### config.mk
export PLATFORM = sky130hd
export DESIGN_NAME = cc_frame_loader_flat
export DESIGN_NICKNAME = d
export VERILOG_FILES = /design/src/rtl/cc_frame_loader_if.sv /design/src/rtl/cc_frame_loader.sv /design/src/flat_wrapper.sv
export SDC_FILE = /design/constraint.sdc
export NUM_CORES = 1
export LEC_CHECK = 0
export CORE_MARGIN = 4
export CORE_UTILIZATION = 50
export CTS_BUF_LIST = sky130_fd_sc_hd__clkbuf_4
export DETAILED_ROUTE_END_ITERATION = 7
export PLACE_DENSITY = 0.84
export SYNTH_ARGS = -nofsm -noshare
export SYNTH_HDL_FRONTEND = slang
export SYNTH_SLANG_ARGS = --single-unit
### constraint.sdc
create_clock -name clk -period 2.8 [get_ports clk]
set_clock_uncertainty 0.05 [all_clocks]
set_input_delay 0.28 -clock clk [delete_from_list [all_inputs] [get_ports clk]]
set_output_delay 0.28 -clock clk [all_outputs]
set_load 0.005 [all_outputs]
### src/rtl/cc_frame_loader_if.sv
// cc_frame_loader_if
//   Bundles the loader's upstream beat handshake, the registered buses
//   presented to the combinational CC stage, CC's result, and the
//   downstream result handshake.
//   Modports:
//     slave  - the loader itself (cc_frame_loader).
//     master - the surrounding environment: the upstream source, the CC
//              stage (drives cc_out_n) and the downstream sink.
//   Signals:
//     in_valid/in_ready/in_data/in_opt/in_equ  upstream beat handshake
//     cc_in_n0..cc_in_n5, cc_opt, cc_equ        registered operands to CC
//     cc_out_n                                  CC result (10-bit signed)
//     out_valid/out_ready/out_data              result handshake
//     frame_err                                 partial-frame discard pulse
interface cc_frame_loader_if;
  logic              in_valid;
  logic              in_ready;
  logic        [3:0] in_data;
  logic        [2:0] in_opt;
  logic              in_equ;

  logic        [3:0] cc_in_n0;
  logic        [3:0] cc_in_n1;
  logic        [3:0] cc_in_n2;
  logic        [3:0] cc_in_n3;
  logic        [3:0] cc_in_n4;
  logic        [3:0] cc_in_n5;
  logic        [2:0] cc_opt;
  logic              cc_equ;
  logic signed [9:0] cc_out_n;

  logic              out_valid;
  logic              out_ready;
  logic signed [9:0] out_data;

  logic              frame_err;

  modport slave (
    input  in_valid, in_data, in_opt, in_equ, cc_out_n, out_ready,
    output in_ready, cc_in_n0, cc_in_n1, cc_in_n2, cc_in_n3, cc_in_n4,
           cc_in_n5, cc_opt, cc_equ, out_valid, out_data, frame_err
  );

  modport master (
    output in_valid, in_data, in_opt, in_equ, cc_out_n, out_ready,
    input  in_ready, cc_in_n0, cc_in_n1, cc_in_n2, cc_in_n3, cc_in_n4,
           cc_in_n5, cc_opt, cc_equ, out_valid, out_data, frame_err
  );
endinterface

### src/rtl/cc_frame_loader.sv
// cc_frame_loader
//   Sequential front/back-end for the combinational CC sort-and-compute
//   stage. Collects six 4-bit operand beats (opt/equ taken from the first
//   beat), presents them to CC as registered buses, captures CC's 10-bit
//   signed result after one evaluation cycle and holds it under a
//   valid/ready handshake until consumed.
//   Parameters:
//     TIMEOUT_CYC - max consecutive idle LOAD cycles before a partial frame
//                   is dropped (1..255); only used with the macro below.
//   Ports:
//     clk - rising-edge clock
//     rst - synchronous, active-high reset
//     bus - cc_frame_loader_if.slave (beat in, CC buses, result out,
//           frame_err)
//   Build option:
//     CC_LOADER_TIMEOUT_EN - enables the LOAD gap counter and frame_err.
//     Undefined: LOAD waits indefinitely and frame_err is tied 0.
module cc_frame_loader #(
  parameter int unsigned TIMEOUT_CYC = 15
) (
  input  logic               clk,
  input  logic               rst,
  cc_frame_loader_if.slave   bus
);

  localparam logic [1:0] ST_IDLE = 2'd0;
  localparam logic [1:0] ST_LOAD = 2'd1;
  localparam logic [1:0] ST_EVAL = 2'd2;
  localparam logic [1:0] ST_HOLD = 2'd3;

  if (TIMEOUT_CYC < 1 || TIMEOUT_CYC > 255) begin : g_bad_timeout
    $error("cc_frame_loader: TIMEOUT_CYC must be in 1..255");
  end

  logic [1:0]        state_q, state_d;
  logic [2:0]        count_q, count_d;
  logic [3:0]        slot_q [6];
  logic [3:0]        slot_d [6];
  logic [2:0]        opt_q, opt_d;
  logic              equ_q, equ_d;
  logic              out_valid_q, out_valid_d;
  logic signed [9:0] out_data_q, out_data_d;

  logic              in_ready;
  logic              accept;
  logic              timeout_hit;

  // A timeout cycle refuses beats so that the discard always wins.
  assign in_ready = ((state_q == ST_IDLE) || (state_q == ST_LOAD)) && !timeout_hit;
  assign accept   = bus.in_valid && in_ready;

`ifdef CC_LOADER_TIMEOUT_EN
  localparam logic [7:0] GAP_LIMIT = 8'(TIMEOUT_CYC);

  logic [7:0] gap_q, gap_d;

  // The counter holds GAP_LIMIT for exactly one LOAD cycle; that cycle is
  // the timeout cycle, and frame_err is high only then.
  assign timeout_hit = (state_q == ST_LOAD) && (gap_q == GAP_LIMIT);

  always_comb begin
    gap_d = gap_q;
    if ((state_q != ST_LOAD) || timeout_hit || accept) begin
      gap_d = '0;
    end else begin
      gap_d = gap_q + 8'd1;
    end
  end

  always_ff @(posedge clk) begin
    if (rst) begin
      gap_q <= '0;
    end else begin
      gap_q <= gap_d;
    end
  end

  assign bus.frame_err = timeout_hit;
`else
  assign timeout_hit   = 1'b0;
  assign bus.frame_err = 1'b0;
`endif

  always_comb begin
    state_d     = state_q;
    count_d     = count_q;
    opt_d       = opt_q;
    equ_d       = equ_q;
    out_valid_d = out_valid_q;
    out_data_d  = out_data_q;
    for (int unsigned k = 0; k < 6; k++) begin
      slot_d[k] = slot_q[k];
    end

    case (state_q)
      ST_IDLE: begin
        if (accept) begin
          slot_d[0] = bus.in_data;
          opt_d     = bus.in_opt;
          equ_d     = bus.in_equ;
          count_d   = 3'd1;
          state_d   = ST_LOAD;
        end
      end
      ST_LOAD: begin
        if (timeout_hit) begin
          // Slots deliberately keep their stale contents.
          count_d = '0;
          state_d = ST_IDLE;
        end else if (accept) begin
          for (int unsigned k = 1; k < 6; k++) begin
            if (count_q == 3'(k)) begin
              slot_d[k] = bus.in_data;
            end
          end
          if (count_q == 3'd5) begin
            // Count is not needed past the last slot; park it at 0.
            count_d = '0;
            state_d = ST_EVAL;
          end else begin
            count_d = count_q + 3'd1;
          end
        end
      end
      ST_EVAL: begin
        out_data_d  = bus.cc_out_n;
        out_valid_d = 1'b1;
        state_d     = ST_HOLD;
      end
      ST_HOLD: begin
        if (bus.out_ready) begin
          out_valid_d = 1'b0;
          state_d     = ST_IDLE;
        end
      end
      default: begin
        state_d = ST_IDLE;
      end
    endcase
  end

  always_ff @(posedge clk) begin
    if (rst) begin
      state_q     <= ST_IDLE;
      count_q     <= '0;
      opt_q       <= '0;
      equ_q       <= 1'b0;
      out_valid_q <= 1'b0;
      out_data_q  <= '0;
      for (int unsigned k = 0; k < 6; k++) begin
        slot_q[k] <= '0;
      end
    end else begin
      state_q     <= state_d;
      count_q     <= count_d;
      opt_q       <= opt_d;
      equ_q       <= equ_d;
      out_valid_q <= out_valid_d;
      out_data_q  <= out_data_d;
      for (int unsigned k = 0; k < 6; k++) begin
        slot_q[k] <= slot_d[k];
      end
    end
  end

  assign bus.in_ready  = in_ready;
  assign bus.cc_in_n0  = slot_q[0];
  assign bus.cc_in_n1  = slot_q[1];
  assign bus.cc_in_n2  = slot_q[2];
  assign bus.cc_in_n3  = slot_q[3];
  assign bus.cc_in_n4  = slot_q[4];
  assign bus.cc_in_n5  = slot_q[5];
  assign bus.cc_opt    = opt_q;
  assign bus.cc_equ    = equ_q;
  assign bus.out_valid = out_valid_q;
  assign bus.out_data  = out_data_q;

endmodule
### src/flat_wrapper.sv
// flat-port wrapper written by rule: the top's interface ports become plain ports
module cc_frame_loader_flat 
#(
  parameter int unsigned TIMEOUT_CYC = 15
)
  (clk, rst, bus_in_valid, bus_in_data, bus_in_opt, bus_in_equ, bus_cc_out_n, bus_out_ready, bus_in_ready, bus_cc_in_n0, bus_cc_in_n1, bus_cc_in_n2, bus_cc_in_n3, bus_cc_in_n4, bus_cc_in_n5, bus_cc_opt, bus_cc_equ, bus_out_valid, bus_out_data, bus_frame_err);
  cc_frame_loader_if bus_i ();
  input  logic clk;
  input  logic rst;
  input wire logic [$bits(bus_i.in_valid)-1:0] bus_in_valid;
  input wire logic [$bits(bus_i.in_data)-1:0] bus_in_data;
  input wire logic [$bits(bus_i.in_opt)-1:0] bus_in_opt;
  input wire logic [$bits(bus_i.in_equ)-1:0] bus_in_equ;
  input wire logic [$bits(bus_i.cc_out_n)-1:0] bus_cc_out_n;
  input wire logic [$bits(bus_i.out_ready)-1:0] bus_out_ready;
  output wire logic [$bits(bus_i.in_ready)-1:0] bus_in_ready;
  output wire logic [$bits(bus_i.cc_in_n0)-1:0] bus_cc_in_n0;
  output wire logic [$bits(bus_i.cc_in_n1)-1:0] bus_cc_in_n1;
  output wire logic [$bits(bus_i.cc_in_n2)-1:0] bus_cc_in_n2;
  output wire logic [$bits(bus_i.cc_in_n3)-1:0] bus_cc_in_n3;
  output wire logic [$bits(bus_i.cc_in_n4)-1:0] bus_cc_in_n4;
  output wire logic [$bits(bus_i.cc_in_n5)-1:0] bus_cc_in_n5;
  output wire logic [$bits(bus_i.cc_opt)-1:0] bus_cc_opt;
  output wire logic [$bits(bus_i.cc_equ)-1:0] bus_cc_equ;
  output wire logic [$bits(bus_i.out_valid)-1:0] bus_out_valid;
  output wire logic [$bits(bus_i.out_data)-1:0] bus_out_data;
  output wire logic [$bits(bus_i.frame_err)-1:0] bus_frame_err;
  assign bus_i.in_valid = bus_in_valid;
  assign bus_i.in_data = bus_in_data;
  assign bus_i.in_opt = bus_in_opt;
  assign bus_i.in_equ = bus_in_equ;
  assign bus_i.cc_out_n = bus_cc_out_n;
  assign bus_i.out_ready = bus_out_ready;
  assign bus_in_ready = bus_i.in_ready;
  assign bus_cc_in_n0 = bus_i.cc_in_n0;
  assign bus_cc_in_n1 = bus_i.cc_in_n1;
  assign bus_cc_in_n2 = bus_i.cc_in_n2;
  assign bus_cc_in_n3 = bus_i.cc_in_n3;
  assign bus_cc_in_n4 = bus_i.cc_in_n4;
  assign bus_cc_in_n5 = bus_i.cc_in_n5;
  assign bus_cc_opt = bus_i.cc_opt;
  assign bus_cc_equ = bus_i.cc_equ;
  assign bus_out_valid = bus_i.out_valid;
  assign bus_out_data = bus_i.out_data;
  assign bus_frame_err = bus_i.frame_err;
  cc_frame_loader #(.TIMEOUT_CYC(TIMEOUT_CYC)) u_core (.clk(clk), .rst(rst), .bus(bus_i));
endmodule
## Yosys cells after proc, flatten, opt, wreduce, memory -nomap -nowiden

Memory sizes are Yosys's and may differ from the RTL's.
Index checks and enable logic that the tools add are counted.

- $add $sub $neg: 1
- Multipliers: 0
- Divide/modulo/power cells: 0
- Muxes and demuxes: 29
- Equality and inequality tests: 12
- Bitwise operators: 6
- Reduce and logical (&&, ||, !) cells: 9
- $lt $le $gt $ge: 0
- Shifts and indexed selects: 0

Operators with widths:

| kind | count |
|---|---|
| 4-bit 2-to-1 mux | 13 |
| 20-bit 2-to-1 mux | 2 |
| 3-bit 2-to-1 mux | 3 |
| 2-bit 2-to-1 mux | 4 |
| 2-bit one-hot mux with 4 select lines | 1 |
| 3-bit by 2-bit == test with 1-bit output, second input constant | 2 |
| 3-bit == test, second input constant | 2 |
| 1-bit OR | 6 |
| 3-bit one-hot mux with 2 select lines | 1 |
| 2-bit == test, second input constant | 2 |
| 1-bit 2-to-1 mux | 4 |
| 2-bit by 1-bit inequality test with 1-bit output, second input constant | 2 |
| 2-bit inequality test, second input constant | 2 |
| 2-bit AND reduction | 2 |
| 4-bit AND reduction | 1 |
| 2-bit nonzero test | 2 |
| 3-bit by 1-bit adder with 3-bit output, second input constant | 1 |
| 3-bit by 1-bit == test with 1-bit output, second input constant | 1 |
| 3-bit AND reduction | 1 |
| 2-bit by 1-bit == test with 1-bit output, second input constant | 1 |
| 2-bit logical NOT | 1 |
| 1-bit one-hot mux with 2 select lines | 1 |
| 1-bit logical AND | 1 |
| 1-bit logical OR | 1 |

- Logic and storage cells: 64
- Latch bits: 0
- Input bits: 22
- RAM bits: 24
- Bits in read-only memories: 0
- Output and inout bits: 41
- Memories: 1
- Register bits after elaboration: 20

Memories:

| name | depth | bits a word | read ports | clocked after memory_dff | wr ports | RTL line | source |
|---|---|---|---|---|---|---|---|
| u_core.slot_q | 6 | 4 | 6 | 0 | 6 | cc_frame_loader.sv:37 | `logic [3:0] slot_q [6];` |

## Depth between registers and ports, before layout

Gate-level depths: netlist of the first run.

- Depth after elaboration: 6
- Mapped depth: 7
- Depth with buffers taken out: 5

## Least setup slack after synthesis of the first run

No wires, ideal clock.

- Path kind: reg2reg
- From: reg u_core.state_q[1]
- To: reg u_core.state_q[0]
- Buffers on the path: 1
- Data arrival time: 1,619 ps
- Library setup time: 72 ps
- Path slack: 1,059 ps
- Required time: 2,678 ps
- Clock period less this slack: 1,741 ps
- Cell stages (with the launch flop): 7
- Cell sequence: dfxtp_1 -> inv_1 -> ha_1 -> buf_6 -> or2_4 -> a222oi_1 -> mux2i_1

- Longest elaborated chain between the ends: 5
- Elaborated cells on any way between the ends: 12
- Those cells by class: 7 x eq/ne; 1 x mux; 4 x reduce/logical

RTL lines:

| what | RTL line | source |
|---|---|---|
| start, declared | cc_frame_loader.sv:35 | `logic [1:0] state_q, state_d;` |
| start signal, assigned | cc_frame_loader.sv:154 | `state_q <= state_d;` |
| 2-bit by 1-bit == test with 1-bit output / 2-bit logical NOT (equally long branches) | cc_frame_loader.sv:49 | `assign in_ready = ((state_q == ST_IDLE) \|\| (state_q == ST_LOAD)) && !timeout_hit;` |
| 1-bit logical OR (*) | cc_frame_loader.sv:49 |  |
| via bus_in_ready | flat_wrapper.sv:16 | `output wire logic [$bits(bus_i.in_ready)-1:0] bus_in_ready;` |
| 1-bit logical AND (*) | cc_frame_loader.sv:50 | `assign accept = bus.in_valid && in_ready;` |
| 2-bit by 1-bit inequality test with 1-bit output (no line) | - |  |
| 4-bit AND reduction (no line) (*) | - |  |

Mark *: on every way through the listed nets, which the timed path passes. The rest lies on a longest branch.
A chain may end at the register's enable or synchronous reset.

## Final worst setup path of the first run

- From: reg u_core.state_q[0]
- To: out bus_in_ready

- Longest elaborated chain between the ends: 2
- Elaborated cells on any way between the ends: 3
- Those cells by class: 1 x eq/ne; 2 x reduce/logical

RTL lines:

| what | RTL line |
|---|---|
| 2-bit by 1-bit == test with 1-bit output / 2-bit logical NOT (equally long branches) | cc_frame_loader.sv:49 |
| 1-bit logical OR (*) | cc_frame_loader.sv:49 |
| end, declared | flat_wrapper.sv:16 |

Mark *: on every way between the ends. The rest lies on a longest branch, timed or not.

==> results_dict.tcl, run 1 <==
set metrics [dict create \
    hold_viol 0 \
    antenna_left 0 \
    synth_cell_types 27 \
    firstDrtPassIters 4 \
    tightest_slew_ns 0.614 \
    setup_slack_ns 0.538 \
    row_count 21 \
    seq_power_share_pct 48.1 \
    power.leakage_uw 0.000892 \
    area_delta_synth_final_pct 36.7 \
    cts_tree "yes" \
    post_drt_wl_per_cell_um 13.4 \
    status "finished clean" \
    drtIter0Drc 154 \
    slew_viol_final 0 \
    drc 0 \
    numClockSinks 44 \
    ctsResizeCount 0 \
    hpwl_mm 2.91 \
    grt_busiest_layer "met2" \
    root_buffer "clkbuf_4" \
    max_freq_mhz 442 \
    setup_viol 0 \
    core_area_um2 3420 \
    p_per_area_nw_per_um2 628 \
    wirelength_mm 4.13 \
    setup.worst_path.end_class "output pin" \
    hold_buffers 0 \
    swShare_pct 31.8 \
    ys_warn_count 0 \
    synth-edff-count 0 \
    die_h_um 68.4 \
    antenna_found_initial 0 \
    viasPerCell 5.26 \
    p_switching_uw 497 \
    clk_pin_slew_ns 0.12 \
    vdd_drop_max_mv 0.430 \
    final.period_utilization_pct 80.8 \
    grt_overflow 0 \
    pre_cts_slack_ns 0.874 \
    postCtsSetupBuffers 0 \
    port_buffers 61 \
    start_kind "register" \
    min_path_type "register to register" \
    synth-seq-cells 44 \
    use_met1_pct 24.3 \
    max_cap_violations 0 \
    htreeDepth 2 \
    rsz0062_at_grt "no" \
    comb_power_share_pct 32.4 \
    vias 1621 \
    p_int_uw 1070 \
    syn_area_um2 1820 \
    fin_setup_tns_ns 0 \
    synth_seq_area_share_pct 48.4 \
    grt_use_met2_pct 29.6 \
    grt_max_degree 31 \
    use_met3_pct 8.37 \
    synth_flop_cell "dfxtp_1" \
    clockBufferDepth 2 \
    synth-async-reset-ratio_pct 0 \
    grt_pass1_vias 1501 \
    cts_made_buffers 5 \
    start_util_pct 53.3 \
    synth_cells 206 \
    finalNetCount 288 \
    syn_nets 233 \
    die-area_um2 4670 \
    insertion_delay_ns 0.35 \
    grt_pass1_wl_mm 6.74 \
    fin_crit_ns 2.26 \
    drive_gt1_share_pct 4.20 \
    ios 63 \
    path_class "register to output pin" \
    crit_required_ns 2.47 \
    die_w_um 68.4 \
    slew_headroom_pct 59.1 \
    cp_max_fo 12 \
    antennaDiodeCount 0 \
    crit_arrival_ns 1.93 \
    routabilityCongestion 0.717 \
    clkPwrFrac_pct 19.5 \
    grt_usage_pct 19.3 \
    synth_area_per_cell_um2 8.84 \
]
[logic make-up after synthesis]
logic type,share of synthesized area [%]
buf+inv,4.88
simple gates,20.3
other cells,0.206
flops,48.4
fa+ha+maj,3.43
mux,8.79
compound gates,14.1
[power groups by stage]
stage	registers (uW)	clock network [uW]	logic, uW
after floorplan	758	0	319
after global placement	764	0	506
after detailed placement	767	0	508
after CTS	753	311	512
after global routing	764	340	568
final	753	305	507
[state kept, by name (all words and copies together), names as in the netlist]
register and cells:
u_core.count_q 3, u_core.bus.cc_opt 3, u_core.bus.out_valid 1, u_core.bus.out_data 10
u_core.state_q 2, u_core.bus.cc_equ 1, u_core.slot_q 24
[worst paths after layout]
path                                     startpoint                                 to  slack [ns]  cells after the start
setup / recovery     u_core.state_q[0]$_SDFFE_PP0P_                       bus_in_ready        0.54                      4
hold / removal    u_core.bus.cc_opt[1]$_SDFFE_PP0P_  u_core.bus.cc_opt[1]$_SDFFE_PP0P_        0.41                      2
hold reg to reg   u_core.bus.cc_opt[1]$_SDFFE_PP0P_  u_core.bus.cc_opt[1]$_SDFFE_PP0P_        0.41                      2
setup reg to reg     u_core.state_q[0]$_SDFFE_PP0P_     u_core.state_q[0]$_SDFFE_PP0P_        0.86                      5
[synth_stat cells (2+ instances only)]
cell type | instances | area share (%)
inv_1 | 5 | 1.0
a21oi_1 | 28 | 7.7
nand3_1 | 21 | 5.8
nand3b_1 | 2 | 0.82
nand4_1 | 4 | 1.4
mux2i_1 | 16 | 8.8
clkbuf_1 | 11 | 2.3
nand4b_1 | 2 | 0.96
nor2_1 | 15 | 3.1
o21ai_0 | 18 | 4.9
nor2b_1 | 4 | 1.4
nand2b_1 | 5 | 1.7
dfxtp_1 | 44 | 48
buf_2 | 2 | 0.55
ha_1 | 5 | 3.4
nand2_1 | 13 | 2.7
[worst max-delay path, stage by stage (launching register included)]
cell	delay, ns
dfxtp_1	0.40
inv_1	0.08
ha_1	0.34
or2_4	0.31
clkdlybuf4s50_1	0.45
[cell usage in the layout, fill, tap and decap left out]
cell and n:
nand4_1 4, nand2b_1 5, a311oi_1 1, clkinvlp_4 1, nor2_1 15, inv_1 5
a21oi_1 28, clkdlybuf4s50_1 61, o21ai_0 18, or2_4 1, and2_1 1, nor4bb_1 1
and4b_1 1, a222oi_1 1, nand3_1 21, buf_4 2, ha_1 5, nand2_1 13
nand3b_1 2, dfxtp_1 44, mux2i_1 16, nand4b_1 2, and3b_2 1, o21bai_1 1
clkinv_1 1, clkbuf_4 6, nor2b_1 4, conb_1 1
[routing by layer]
metal  up-vias  share of wire [%]
met2        56                 46
met4         0                1.2
met5         -                  0
li1        822                  -
met3         6                9.2
met1       737                 44
[final cells by class]
cell class	count	area, um^2
fill	284	925
sequential	44	881
multi-input combinational	142	852
timing repair buffer	63	626
tap	46	57.6
clock buffer	6	45.0
inverter	5	18.8
clock inverter	2	11.3
[per-stage QoR]
step	util (%)	cells	hold WS (ns)	power [uW]	instance area [um^2]
final	72.9	308	0.415	1570	2490
after global routing	72.9	308	0.432	1670	2490
after detailed placement	71.3	300	0.397	1280	2430
after global placement	71.3	300	0.391	1270	2430
after floorplan	-	206	0.374	1080	1820
after CTS	72.9	308	0.415	1580	2490
Power figures use the tool's default switching activity.
==> run 2, diff against run 1 <==
CORE_UTILIZATION = 42   (was 50)
PLACE_DENSITY = 0.75   (was 0.84)
clock period = 1.95 ns   (was 2.8 ns; I/O delays follow)
==> results_dict.tcl, run 2 (synthesis gave the netlist of run 1 again) <==
set metrics [dict create \
    status "finished clean" \
    firstDrtPassIters 4 \
    final.period_utilization_pct 89.2 \
    min_path_type "primary input to register" \
    mostFrequentLayoutCells "clkdlybuf4s50_1 (60), dfxtp_1 (42), a21oi_1 (28), nand3_1 (21), o21ai_0 (18)" \
    fin_setup_tns_ns 0 \
    wirelength_mm 4.38 \
    fin_total_pwr_uw 2320 \
    p_int_uw 1580 \
    grt_pass1_vias 1553 \
    htreeDepth 2 \
    die_h_um 73.9 \
    crit_required_ns 1.70 \
    grt_pass1_wl_mm 7.22 \
    max_cap_violations 0 \
    cts_tree "yes" \
    antennaDiodeCount 0 \
    path_class "register to output pin" \
    die_w_um 73.9 \
    p_switching_uw 741 \
    antenna_left 0 \
    crit_arrival_ns 1.49 \
    clockBufferDepth 2 \
    hpwl_mm 3.08 \
    power.leakage_uw 0.000932 \
    clkPwrFrac_pct 19.2 \
    cts_made_buffers 5 \
    post_drt_wl_per_cell_um 13.7 \
    row_count 23 \
    drtIter0Drc 112 \
    dp.cells 309 \
    whs_ns 0.352 \
    root_buffer "clkbuf_4" \
    setup_viol 0 \
    routabilityCongestion 0.749 \
    viasPerCell 5.21 \
    core_area_um2 4090 \
    swShare_pct 32.0 \
    ios 63 \
    slew_viol_final 0 \
    critPathSlowestCell "dfxtp_2" \
    fin_crit_ns 1.74 \
    area_delta_synth_final_pct 40.7 \
    clk_pin_slew_ns 0.12 \
    drc 0 \
    cp_max_fo 3 \
    rsz0062_at_grt "no" \
    grt_max_degree 41 \
    stdcell_count 319 \
    tightest_slew_ns 0.620 \
    antenna_found_initial 0 \
    die-area_um2 5460 \
    start_kind "register" \
    grt_usage_pct 17.0 \
    seq_power_share_pct 45.9 \
    regMostFlops "u_core.slot_q" \
    drive_gt1_share_pct 7.43 \
    hold_viol 0 \
    p_per_area_nw_per_um2 905 \
    max_freq_mhz 575 \
    port_buffers 61 \
    finalNetCount 295 \
    vdd_drop_max_mv 0.578 \
    slew_headroom_pct 58.7 \
    insertion_delay_ns 0.35 \
    grt_overflow 0 \
    crit_chain "inv_1 -> ha_1 -> or2_4 -> dlygate4sd2_1" \
    numClockSinks 44 \
    start_util_pct 44.6 \
    vias 1661 \
    cpPeakStageDelay_ns 0.36 \
    final_common_cell "clkdlybuf4s50_1" \
    largest_reg_flops 24 \
    comb_power_share_pct 34.9 \
    setup.worst_path.end_class "output pin" \
]
-- run 2: worst paths after layout --
check,from,to,slack (ns),cells past startpoint
min reg2reg,u_core.slot_q[0][2]$_SDFFE_PP0P_,u_core.slot_q[0][2]$_SDFFE_PP0P_,0.42,2
min,bus_in_equ,u_core.bus.cc_equ$_SDFFE_PP0P_,0.35,3
max reg2reg,u_core.state_q[0]$_SDFFE_PP0P_,u_core.state_q[1]$_SDFFE_PP0P_,0.24,5
max,u_core.state_q[0]$_SDFFE_PP0P_,bus_in_ready,0.21,4
-- run 2: worst max-delay path, delay by kind of cell, from the launching register on --
kind | cells | cell delay, ns
flops | 1 | 0.36
fa+ha+maj | 1 | 0.20
simple gates | 1 | 0.25
buf+inv | 2 | 0.33
-- run 2: cell type report --
class                           instances  area [um^2]
Sequential cell                        44          883
Clock inverter                          2         11.3
Clock buffer                            6         45.0
Fill cell                             356         1520
Timing Repair Buffer                   70          689
Tap cell                               50         62.6
Multi-Input combinational cell        142          852
Inverter                                5         18.8
-- run 2: per-layer routing --
metal / vias up / global-route usage [%] / part of all wire [%]
met5: - / 0 / 0
met4: 0 / 5.43 / 1.2
met3: 6 / 7.80 / 9.7
met2: 56 / 25.8 / 43
met1: 757 / 21.3 / 46
li1: 842 / - / -
-- run 2: per-stage QoR --
stage	instance area [um^2]	util [%]	worst slack, ns
global route	2560	62.7	0.135
global placement	2490	60.9	0.233
finish	2560	62.7	0.211
floorplan	1820	-	0.209
detailed placement	2490	60.9	0.184
CTS	2560	62.7	0.191
-- run 2: timing repair --
item                                    4_1_cts  5_1_grt
setup buffers                                 2        0
gates resized for setup                       3        0
endpoints found under the setup margin        1        0
hold buffers                                  0        0
-- run 2: power by group through the flow --
| stage | Sequential, uW | Clock [uW] | Combinational, uW |
|---|---|---|---|
| 2_1_floorplan | 1090 | 0 | 457 |
| 3_3_place_gp | 1080 | 0 | 783 |
| 3_5_place_dp | 1090 | 0 | 794 |
| 4_1_cts | 1070 | 462 | 820 |
| 5_1_grt | 1080 | 500 | 903 |
| 6_report | 1070 | 444 | 810 |
